<file path="config.mk">
export PLATFORM = sky130hd
export DESIGN_NAME = axi4s_uart_framer
export DESIGN_NICKNAME = d
export VERILOG_FILES = /design/src/rtl/axi4s_uart_pkg.sv /design/src/rtl/axi4s_uart_framer.sv
export SDC_FILE = /design/constraint.sdc
export NUM_CORES = 1
export LEC_CHECK = 0
export ABC_AREA = 1
export CORE_MARGIN = 10
export CORE_UTILIZATION = 55
export DETAILED_ROUTE_END_ITERATION = 8
export PLACE_DENSITY = 0.83
export SYNTH_ARGS = -nofsm -noshare
export SYNTH_HDL_FRONTEND = slang
export SYNTH_SLANG_ARGS = --single-unit
export TNS_END_PERCENT = 5
</file>
<file path="constraint.sdc">
create_clock -name aclk -period 3 [get_ports aclk]
set_input_delay 0.6 -clock aclk [delete_from_list [all_inputs] [get_ports aclk]]
set_output_delay 0.6 -clock aclk [all_outputs]
set_load 0.01 [all_outputs]
</file>
<file path="src/rtl/axi4s_uart_pkg.sv">
// rtl/axi4s_uart_pkg.sv - shared framing constants, FSM states and special-byte test
// Used by both the framer and the matching deframer.
package axi4s_uart_pkg;

  localparam logic [7:0] START_BYTE_DEF = 8'h7E;
  localparam logic [7:0] STOP_BYTE_DEF  = 8'h7F;
  localparam logic [7:0] ESC_BYTE_DEF   = 8'h7D;
  localparam logic [7:0] ESC_XOR_DEF    = 8'h20;

  typedef enum logic [2:0] {
    ST_IDLE,
    ST_ID,
    ST_ID_ESC,
    ST_DATA,
    ST_DATA_ESC,
    ST_STOP
  } state_t;

  function automatic logic is_special(
    input logic [7:0] b,
    input logic [7:0] start_b,
    input logic [7:0] stop_b,
    input logic [7:0] esc_b
  );
    return (b == start_b) || (b == stop_b) || (b == esc_b);
  endfunction

endpackage

</file>
<file path="src/rtl/axi4s_uart_framer.sv">
// rtl/axi4s_uart_framer.sv - AXI4-Stream packet to escaped UART byte-stream framer
// Emits START, escaped TID, escaped payload, STOP through a single output register.
module axi4s_uart_framer
  import axi4s_uart_pkg::*;
#(
  parameter logic [7:0] START_BYTE = START_BYTE_DEF,
  parameter logic [7:0] STOP_BYTE  = STOP_BYTE_DEF,
  parameter logic [7:0] ESC_BYTE   = ESC_BYTE_DEF,
  parameter logic [7:0] ESC_XOR    = ESC_XOR_DEF
) (
  input  logic        aclk,
  input  logic        aresetn,
  input  logic        frame_tvalid,
  output logic        frame_tready,
  input  logic [7:0]  frame_tdata,
  input  logic        frame_tlast,
  input  logic [7:0]  frame_tid,
  output logic        tx_byte_tvalid,
  input  logic        tx_byte_tready,
  output logic [7:0]  tx_byte_tdata,
  output logic        tx_byte_tkeep,
  output logic [15:0] frame_count
);

  state_t      r_state;
  state_t      w_next_state;
  logic [7:0]  r_tdata;
  logic        r_tvalid;
  logic [7:0]  r_hold;
  logic        r_hold_last;
  logic [15:0] r_frame_count;

  logic        w_load;
  logic        w_out_valid;
  logic [7:0]  w_out_data;
  logic        w_hold_load;
  logic [7:0]  w_hold_data;
  logic        w_hold_last;
  logic        w_count_inc;

  assign w_load         = !r_tvalid || tx_byte_tready;
  assign tx_byte_tvalid = r_tvalid;
  assign tx_byte_tdata  = r_tdata;
  assign tx_byte_tkeep  = 1'b1;
  assign frame_count    = r_frame_count;

  // r_hold carries the latched TID, then any pending escaped byte.
  always_comb begin
    w_next_state = r_state;
    w_out_valid  = 1'b0;
    w_out_data   = r_tdata;
    w_hold_load  = 1'b0;
    w_hold_data  = r_hold;
    w_hold_last  = r_hold_last;
    w_count_inc  = 1'b0;
    frame_tready = 1'b0;
    case (r_state)
      ST_IDLE: begin
        if (frame_tvalid) begin
          w_out_valid  = 1'b1;
          w_out_data   = START_BYTE;
          w_hold_load  = 1'b1;
          w_hold_data  = frame_tid;
          w_hold_last  = 1'b0;
          w_next_state = ST_ID;
        end
      end
      ST_ID: begin
        w_out_valid = 1'b1;
        if (is_special(r_hold, START_BYTE, STOP_BYTE, ESC_BYTE)) begin
          w_out_data   = ESC_BYTE;
          w_hold_load  = 1'b1;
          w_hold_data  = r_hold ^ ESC_XOR;
          w_next_state = ST_ID_ESC;
        end else begin
          w_out_data   = r_hold;
          w_next_state = ST_DATA;
        end
      end
      ST_ID_ESC: begin
        w_out_valid  = 1'b1;
        w_out_data   = r_hold;
        w_next_state = ST_DATA;
      end
      ST_DATA: begin
        frame_tready = w_load;
        if (frame_tvalid) begin
          w_out_valid = 1'b1;
          if (is_special(frame_tdata, START_BYTE, STOP_BYTE, ESC_BYTE)) begin
            w_out_data   = ESC_BYTE;
            w_hold_load  = 1'b1;
            w_hold_data  = frame_tdata ^ ESC_XOR;
            w_hold_last  = frame_tlast;
            w_next_state = ST_DATA_ESC;
          end else begin
            w_out_data   = frame_tdata;
            w_next_state = frame_tlast ? ST_STOP : ST_DATA;
          end
        end
      end
      ST_DATA_ESC: begin
        w_out_valid  = 1'b1;
        w_out_data   = r_hold;
        w_next_state = r_hold_last ? ST_STOP : ST_DATA;
      end
      ST_STOP: begin
        w_out_valid  = 1'b1;
        w_out_data   = STOP_BYTE;
        w_count_inc  = 1'b1;
        w_next_state = ST_IDLE;
      end
      default: w_next_state = ST_IDLE;
    endcase
  end

  // Every state change, hold update and output update happens only on a load.
  always_ff @(posedge aclk or negedge aresetn) begin
    if (!aresetn) begin
      r_state       <= ST_IDLE;
      r_tvalid      <= 1'b0;
      r_tdata       <= 8'h00;
      r_hold        <= 8'h00;
      r_hold_last   <= 1'b0;
      r_frame_count <= 16'h0000;
    end else if (w_load) begin
      r_state  <= w_next_state;
      r_tvalid <= w_out_valid;
      if (w_out_valid) begin
        r_tdata <= w_out_data;
      end
      if (w_hold_load) begin
        r_hold      <= w_hold_data;
        r_hold_last <= w_hold_last;
      end
      if (w_count_inc) begin
        r_frame_count <= r_frame_count + 16'd1;
      end
    end
  end

endmodule

</file>
==> impl_results.md, run 1 <==
- Status: finished, final reports clean
- Top-count cell post-synth: nand2_1
- Post-synth top cells: 149 x nand2_1, 37 x dfrtp_1, 29 x nor2_1
- Die area: between 6000 and 7000 µm²
- Slowest cell on crit path: clkdlybuf4s50_1
- FF-to-FF setup slack: 1.32 ns
- MaxCap Viol Count: 0
- Min Clock Period, post-route: 2.466 ns
- Mapped Avg Cell Area: 6.876 µm²
- First-pass GRT wire length: 9287 µm
- Vias in the first global route: 2,072
- Final Skew: 0.003124 ns
- Part of the cycle the worst path needs: between 80 and 90%
- Relative slew slack: ~44%
- Dominant cell type by area after synthesis: dfrtp_1
- WP data arrival: 1.87 ns
- Largest net degree at the start of global routing: 38
- Starting DRT DRC Count: around 170
- Worst path cell trace: nand2_1 -> nor2_2 -> buf_4 -> inv_2 -> nor2_1 -> clkdlybuf4s50_1
- Post-route ant nets: 0
- Core area: 3943 µm²
- TritonCTS clock tree: built
- Worst-skew pair later-pin latency: 0.29 ns
- CTS Buf Count: 5
- Cell family with most CP delay: buffers and inverters
- CP max FO: 12
- H-tree Lvls: 2
- Post-Synthesis Cells: 323
- #FFs+latches synth: 37
- Worst setup path class: reg2out
- Synthesized area: between 2000 and 2500 µm²
- Post-synth EDFFs: 0
- Hold Crit Class: in2async
- DRC: 0
- RSZ-0062 raised after global routing: no
- Sum of negative setup slack: 0 ns
- DP HPWL: 4256 µm
- Worst-path clk slew: 0.07 ns
- Final setup viols: 0
- Die Wd: around 84 µm
- Buffers and inverters on the worst path: 3
- Critical R2R Capture: tx_byte_tdata[1]
- Final Hold Fails: 0
- Critical path endpoint category: output pin
- Yosys warnings: 0
- Worst R2R Path Depth: 9
- Die H: 83.55 µm
- Net Count, Synth: 345
- Layout Area Growth over Synthesis: 25.63%
- Simple-Gate Fraction of Synth Area: 42.87%
- Root buffer cell: clkbuf_8
- Port Buf Inserts: 46
- # Post-CTS Setup Buffers: 0
- Gr usage total: about 16%
- Top_reg_cell synth: dfrtp_1
- Hold Buf Count CTS: 0
- Final Core Density: a little over two thirds
- Maximum vdd ir drop: 0.4331 mV
- N_diodes: 0
- Seq/Total Area, Yosys: 41.69%
- Total gr overflow: 0
- Final Slew Violations: 0
- Clock sinks: 37
- Worst slew pin tran: between 0.8 and 0.9 ns
- Mux cell area share after synthesis: 0%
- Cell Rows: 23
- Required @ worst endpoint: between 2 and 2.5 ns
- Cell variety after synth: 26
- I/O pins: 48
- Fin worst setup slack: 0.5344 ns
- Top post-synthesis cells by area: dfrtp_1 42%, nand2_1 25%, nor2_1 4.9%, nand3_1 4.7%, inv_1 3.9%
- CTS-repair resized insts: 0
- Final #Nets: between 300 and 400
- Async SR Flop Fraction: 100.0%
- Synth Area in Adders: 0.5634%
- Detailed-route via count: 2,141
- Initial Utilization: 56.33%
- Area share of the largest cell type after synthesis: 41.69%
- Placer Congestion: 0.9027
- Worst hold slack: 0.4078 ns
- Startpoint types: flip-flop
- Detailed Route WL: 5443 µm
- Clock Tree Buf Depth: 2
- Slowest stage delay, CP: 0.54 ns
- Worst setup path start: r_state[1]
- First drt pass iteration count: 4
- DP Worst Slack: 0.5450 ns
- Share of layout cells above drive strength 1: under 10%
- Fmax achieved: 405.6 MHz
- Compound-gate portion of the synthesized area: 3.493%
- Power per Cell Area: a little over 800 nW/µm²
- WL/cell: 12.90 µm
- Post-synthesis xor/xnor area fraction: 4.338%
- Initial antenna violation count: 0
- Reg-to-Reg Start: r_state[1]
- Vias/cell: 5.073
- Crit path depth: 6
- Largest family of logic cells by synthesized area: simple AND/OR/NAND/NOR gates
- Pleak: 1.381 nW
## layer usage
metal,vias up,GRT usage (%),part of all wire (%)
li1,1091,-,-
met1,946,17.71,42
met2,91,26.19,46
met3,13,5.469,9.0
met4,0,6.545,2.3
met5,-,0,0
## state kept, by name (all words and copies together) (netlist names)
signal,flops
r_hold,8
r_hold_last,1
r_state,3
tx_byte_tdata,8
frame_count,16
tx_byte_tvalid,1
## worst max-delay path by stage
stage | end | slack, ns
after floorplan | frame_tready | 1.41
after global placement | frame_tready | 0.55
after detailed placement | frame_tready | 0.55
after CTS | frame_tready | 0.51
after global routing | frame_tready | 0.38
final | frame_tready | 0.53
## layout by cell type, fill, tap and decap left out
cell type	count
a21oi_1	2
and2_1	1
buf_2	1
buf_4	2
clkbuf_8	5
clkdlybuf4s50_1	45
clkinv_2	1
conb_1	1
dfrtp_1	37
ha_1	1
inv_1	23
inv_2	6
inv_4	1
nand2_1	149
nand2_2	3
nand2_4	1
nand3_1	21
nand3_2	1
nand4_1	5
nand4_2	1
nor2_1	29
nor2_2	6
nor2_4	1
nor2_8	1
nor3_1	4
o211ai_1	1
o21ai_0	4
o21ai_1	8
xnor2_1	4
xor2_1	7
## layout make-up
class | count | area [µm²]
fill | 351 | 1152
multi-input combinational | 251 | 1142
sequential | 37 | 925.9
timing repair buffer | 48 | 470.5
inverter | 30 | 115.1
clock buffer | 5 | 68.82
tap | 50 | 62.56
clock inverter | 1 | 5.005
## cell families (layout without fill, tap and decap cells)
group / after synthesis / after routing
xor+xnor: 11 / 11
fa+ha+maj: 1 / 1
flops: 37 / 37
other cells: 1 / 1
simple gates: 223 / 223
buf+inv: 35 / 84
compound gates: 15 / 15
## worst reg2reg max path, delay by kind of cell (launching register included)
kind | cells | cell delay (ns)
buf+inv | 3 | 0.52
simple gates | 5 | 0.50
flops | 1 | 0.49
compound gates | 1 | 0.05
## report_power, final
part | leakage (nW) | internal (mW) | switching [mW] | total (mW)
Combinational | 0.860 | 0.455 | 0.694 | 1.15
Clock | 0.0399 | 0.153 | 0.169 | 0.322
Sequential | 0.482 | 0.652 | 0.140 | 0.792
Total | 1.38 | 1.26 | 1.00 | 2.26
## metrics by stage
stage	cells	power (mW)	instance area (µm²)
after floorplan	323	1.537	2221
after global placement	416	1.922	2716
after detailed placement	416	1.944	2716
after CTS	422	2.269	2790
after global routing	422	2.464	2790
final	422	2.263	2790
Power figures use the tool's default switching activity.
==> inputs of run 2 (changes only) <==
--- a/config.mk
+++ b/config.mk
@@ -7,9 +7,9 @@
 export LEC_CHECK = 0
 export ABC_AREA = 1
 export CORE_MARGIN = 10
-export CORE_UTILIZATION = 55
+export CORE_UTILIZATION = 51
 export DETAILED_ROUTE_END_ITERATION = 8
-export PLACE_DENSITY = 0.83
+export PLACE_DENSITY = 0.77
 export SYNTH_ARGS = -nofsm -noshare
 export SYNTH_HDL_FRONTEND = slang
 export SYNTH_SLANG_ARGS = --single-unit
==> constraint.sdc (replaced) <==
create_clock -name aclk -period 2.4 [get_ports aclk]
set_input_delay 0.48 -clock aclk [delete_from_list [all_inputs] [get_ports aclk]]
set_output_delay 0.48 -clock aclk [all_outputs]
set_load 0.01 [all_outputs]
==> impl_results.md, run 2 (synthesis results as in run 1) <==
- Switch Pwr: 1.287 mW
- I/O pins: 48
- First drt pass iteration count: 5
- Sequential Power Share: 35.0%
- Status: finished, final reports clean
- Pwr Total: roughly 2.9 mW
- Fmax achieved: 445.3 MHz
- Root buffer cell: clkbuf_8
- Share of layout cells above drive strength 1: under 10%
- Gr usage total: 15.66%
- Final Non-Filler Cells: 424
- Critical path endpoint category: output pin
- Final #Nets: 395
- MaxCap Viol Count: 0
- Combinational fraction of design power: 49.7%
- Placer Congestion: 0.9150
- Required @ worst endpoint: 1.92 ns
- Commonest cells after routing, fill and taps aside: 149 x nand2_1, 45 x clkdlybuf4s50_1, 36 x dfrtp_1, 29 x nor2_1, 23 x inv_1
- Sum of negative setup slack: 0 ns
- Min Clock Period, post-route: 2.245 ns
- Part of the cycle the worst path needs: 93.56%
- Maximum vdd ir drop: 0.4710 mV
- TritonCTS clock tree: built
- Clock power share: about 15%
- Vias/cell: 5.038
- DP HPWL: about 4400 µm
- CTS Buf Count: 5
- WP data arrival: 1.77 ns
- WL/cell: 12.93 µm
- Startpoint types: primary input
- N_diodes: 0
- Pleak: 1.376 nW
- Vias in the first global route: roughly 2.1k
- Final Skew: a little over 0.005 ns
- Fin worst setup slack: 0.1545 ns
- Layout Area Growth over Synthesis: 26.48%
- Switch share: 44.76%
- Core area: 4115 µm²
- Port Buf Inserts: 46
- Commonest non-fill, non-tap cell in the layout: nand2_1
- Die area: between 7000 and 8000 µm²
- Fill cells: between 300 and 400
- Worst slew pin tran: 0.7819 ns
- Die H: 85.99 µm
- DP Worst Slack: approximately 0.15 ns
- Detailed-route via count: 2,136
- Detailed Route WL: 5481 µm
- Max FFs per register: 16
- Die Wd: ~86 µm
- Final setup viols: 0
- Largest net degree at the start of global routing: 38
- Starting DRT DRC Count: 138
- Worst-skew pair later-pin latency: 0.29 ns
- Hold Crit Class: in2async
- CP max FO: 3
- Power per Cell Area: 1023 nW/µm²
- First-pass GRT wire length: 9680 µm
- Worst R2R Path Depth: 8
- RSZ-0062 raised after global routing: no
- DRC: 0
- Clock sinks: 37
- Cells after DPL: 416
- Worst setup path class: in2out
- Internal power: 1.588 mW
- Final Hold Fails: 0
- Initial Utilization: 53.97%
- Hold Buf Count CTS: 0
- Final Slew Violations: 0
- Initial antenna violation count: 0
- Clock Tree Buf Depth: 2
- Cell Rows: 23
- Post-route ant nets: 0
- Relative slew slack: 47.87%
- Worst-path clk slew: 0.07 ns
- Total gr overflow: 0
- H-tree Lvls: 2
## run 2: cell types whose count changed in the layout (fill, tap and decap cells not counted), sizes merged
cell / delta
clkinv: -1
clkinvlp: +3
## run 2: final cells by class
| type | count | area, µm² | share of cell area, % |
|---|---|---|---|
| Clock inverter | 3 | 22.52 | 0.8018 |
| Sequential cell | 37 | 927.1 | 33.01 |
| Tap cell | 50 | 62.56 | 2.227 |
| Inverter | 30 | 115.1 | 4.098 |
| Multi-Input combinational cell | 251 | 1142 | 40.67 |
| Clock buffer | 5 | 68.82 | 2.450 |
| Timing Repair Buffer | 48 | 470.5 | 16.75 |
## run 2: what timing repair did
item	4_1_cts	5_1_grt
endpoints found under the setup margin	0	1
gates resized for setup	0	1
setup buffers	0	0
## run 2: worst max-delay path: stages
cell,delay [ns]
clkdlybuf4s50_1,0.41
nor2_2,0.28
nor2_1,0.10
clkdlybuf4s50_1,0.49
## run 2: stage by stage
| stage | instance area (µm²) | hold slack, ns | util, % |
|---|---|---|---|
| 2_1_floorplan | 2221 | 0.1844 | - |
| 3_3_place_gp | 2716 | 0.4704 | 66.01 |
| 3_5_place_dp | 2716 | 0.4642 | 66.01 |
| 4_1_cts | 2808 | 0.2993 | 68.23 |
| 5_1_grt | 2809 | 0.3370 | 68.26 |
| 6_report | 2809 | 0.2641 | 68.26 |
## run 2: worst paths after layout
| path | startpoint | end | slack (ns) |
|---|---|---|---|
| worst max-delay path | tx_byte_tready | frame_tready | 0.15 |
| worst min-delay path | aresetn | r_state[2] | 0.26 |
| worst max register to register | r_state[0] | tx_byte_tdata[1] | 0.74 |
| worst min register to register | tx_byte_tdata[2] | tx_byte_tdata[2] | 0.49 |
| max in group asynchronous | aresetn | r_state[1] | 1.60 |
| min in group aclk | tx_byte_tdata[2] | tx_byte_tdata[2] | 0.49 |
## run 2: power groups by stage
stage	Clock [mW]	Combinational, mW	Sequential, mW
2_1_floorplan	0	0.922	0.999
3_3_place_gp	0	1.41	1.00
3_5_place_dp	0	1.43	1.01
4_1_cts	0.450	1.44	1.00
5_1_grt	0.469	1.64	1.03
6_report	0.441	1.43	1.01
## run 2: per-layer routing
layer / share of wire [%] / track usage (%)
met1: 45 / 19.26
met2: 45 / 24.48
met3: 9.2 / 5.203
met4: 1.5 / 6.437
met5: 0 / 0
==> inputs of run 3 (changes only) <==
--- a/config.mk
+++ b/config.mk
@@ -6,6 +6,7 @@
 export NUM_CORES = 1
 export LEC_CHECK = 0
 export ABC_AREA = 1
+export CAP_MARGIN = 20
 export CORE_MARGIN = 10
 export CORE_UTILIZATION = 51
 export DETAILED_ROUTE_END_ITERATION = 8
==> results of run 3 <==
No change in the layout: final DEF, timing and power equal those of run 2.
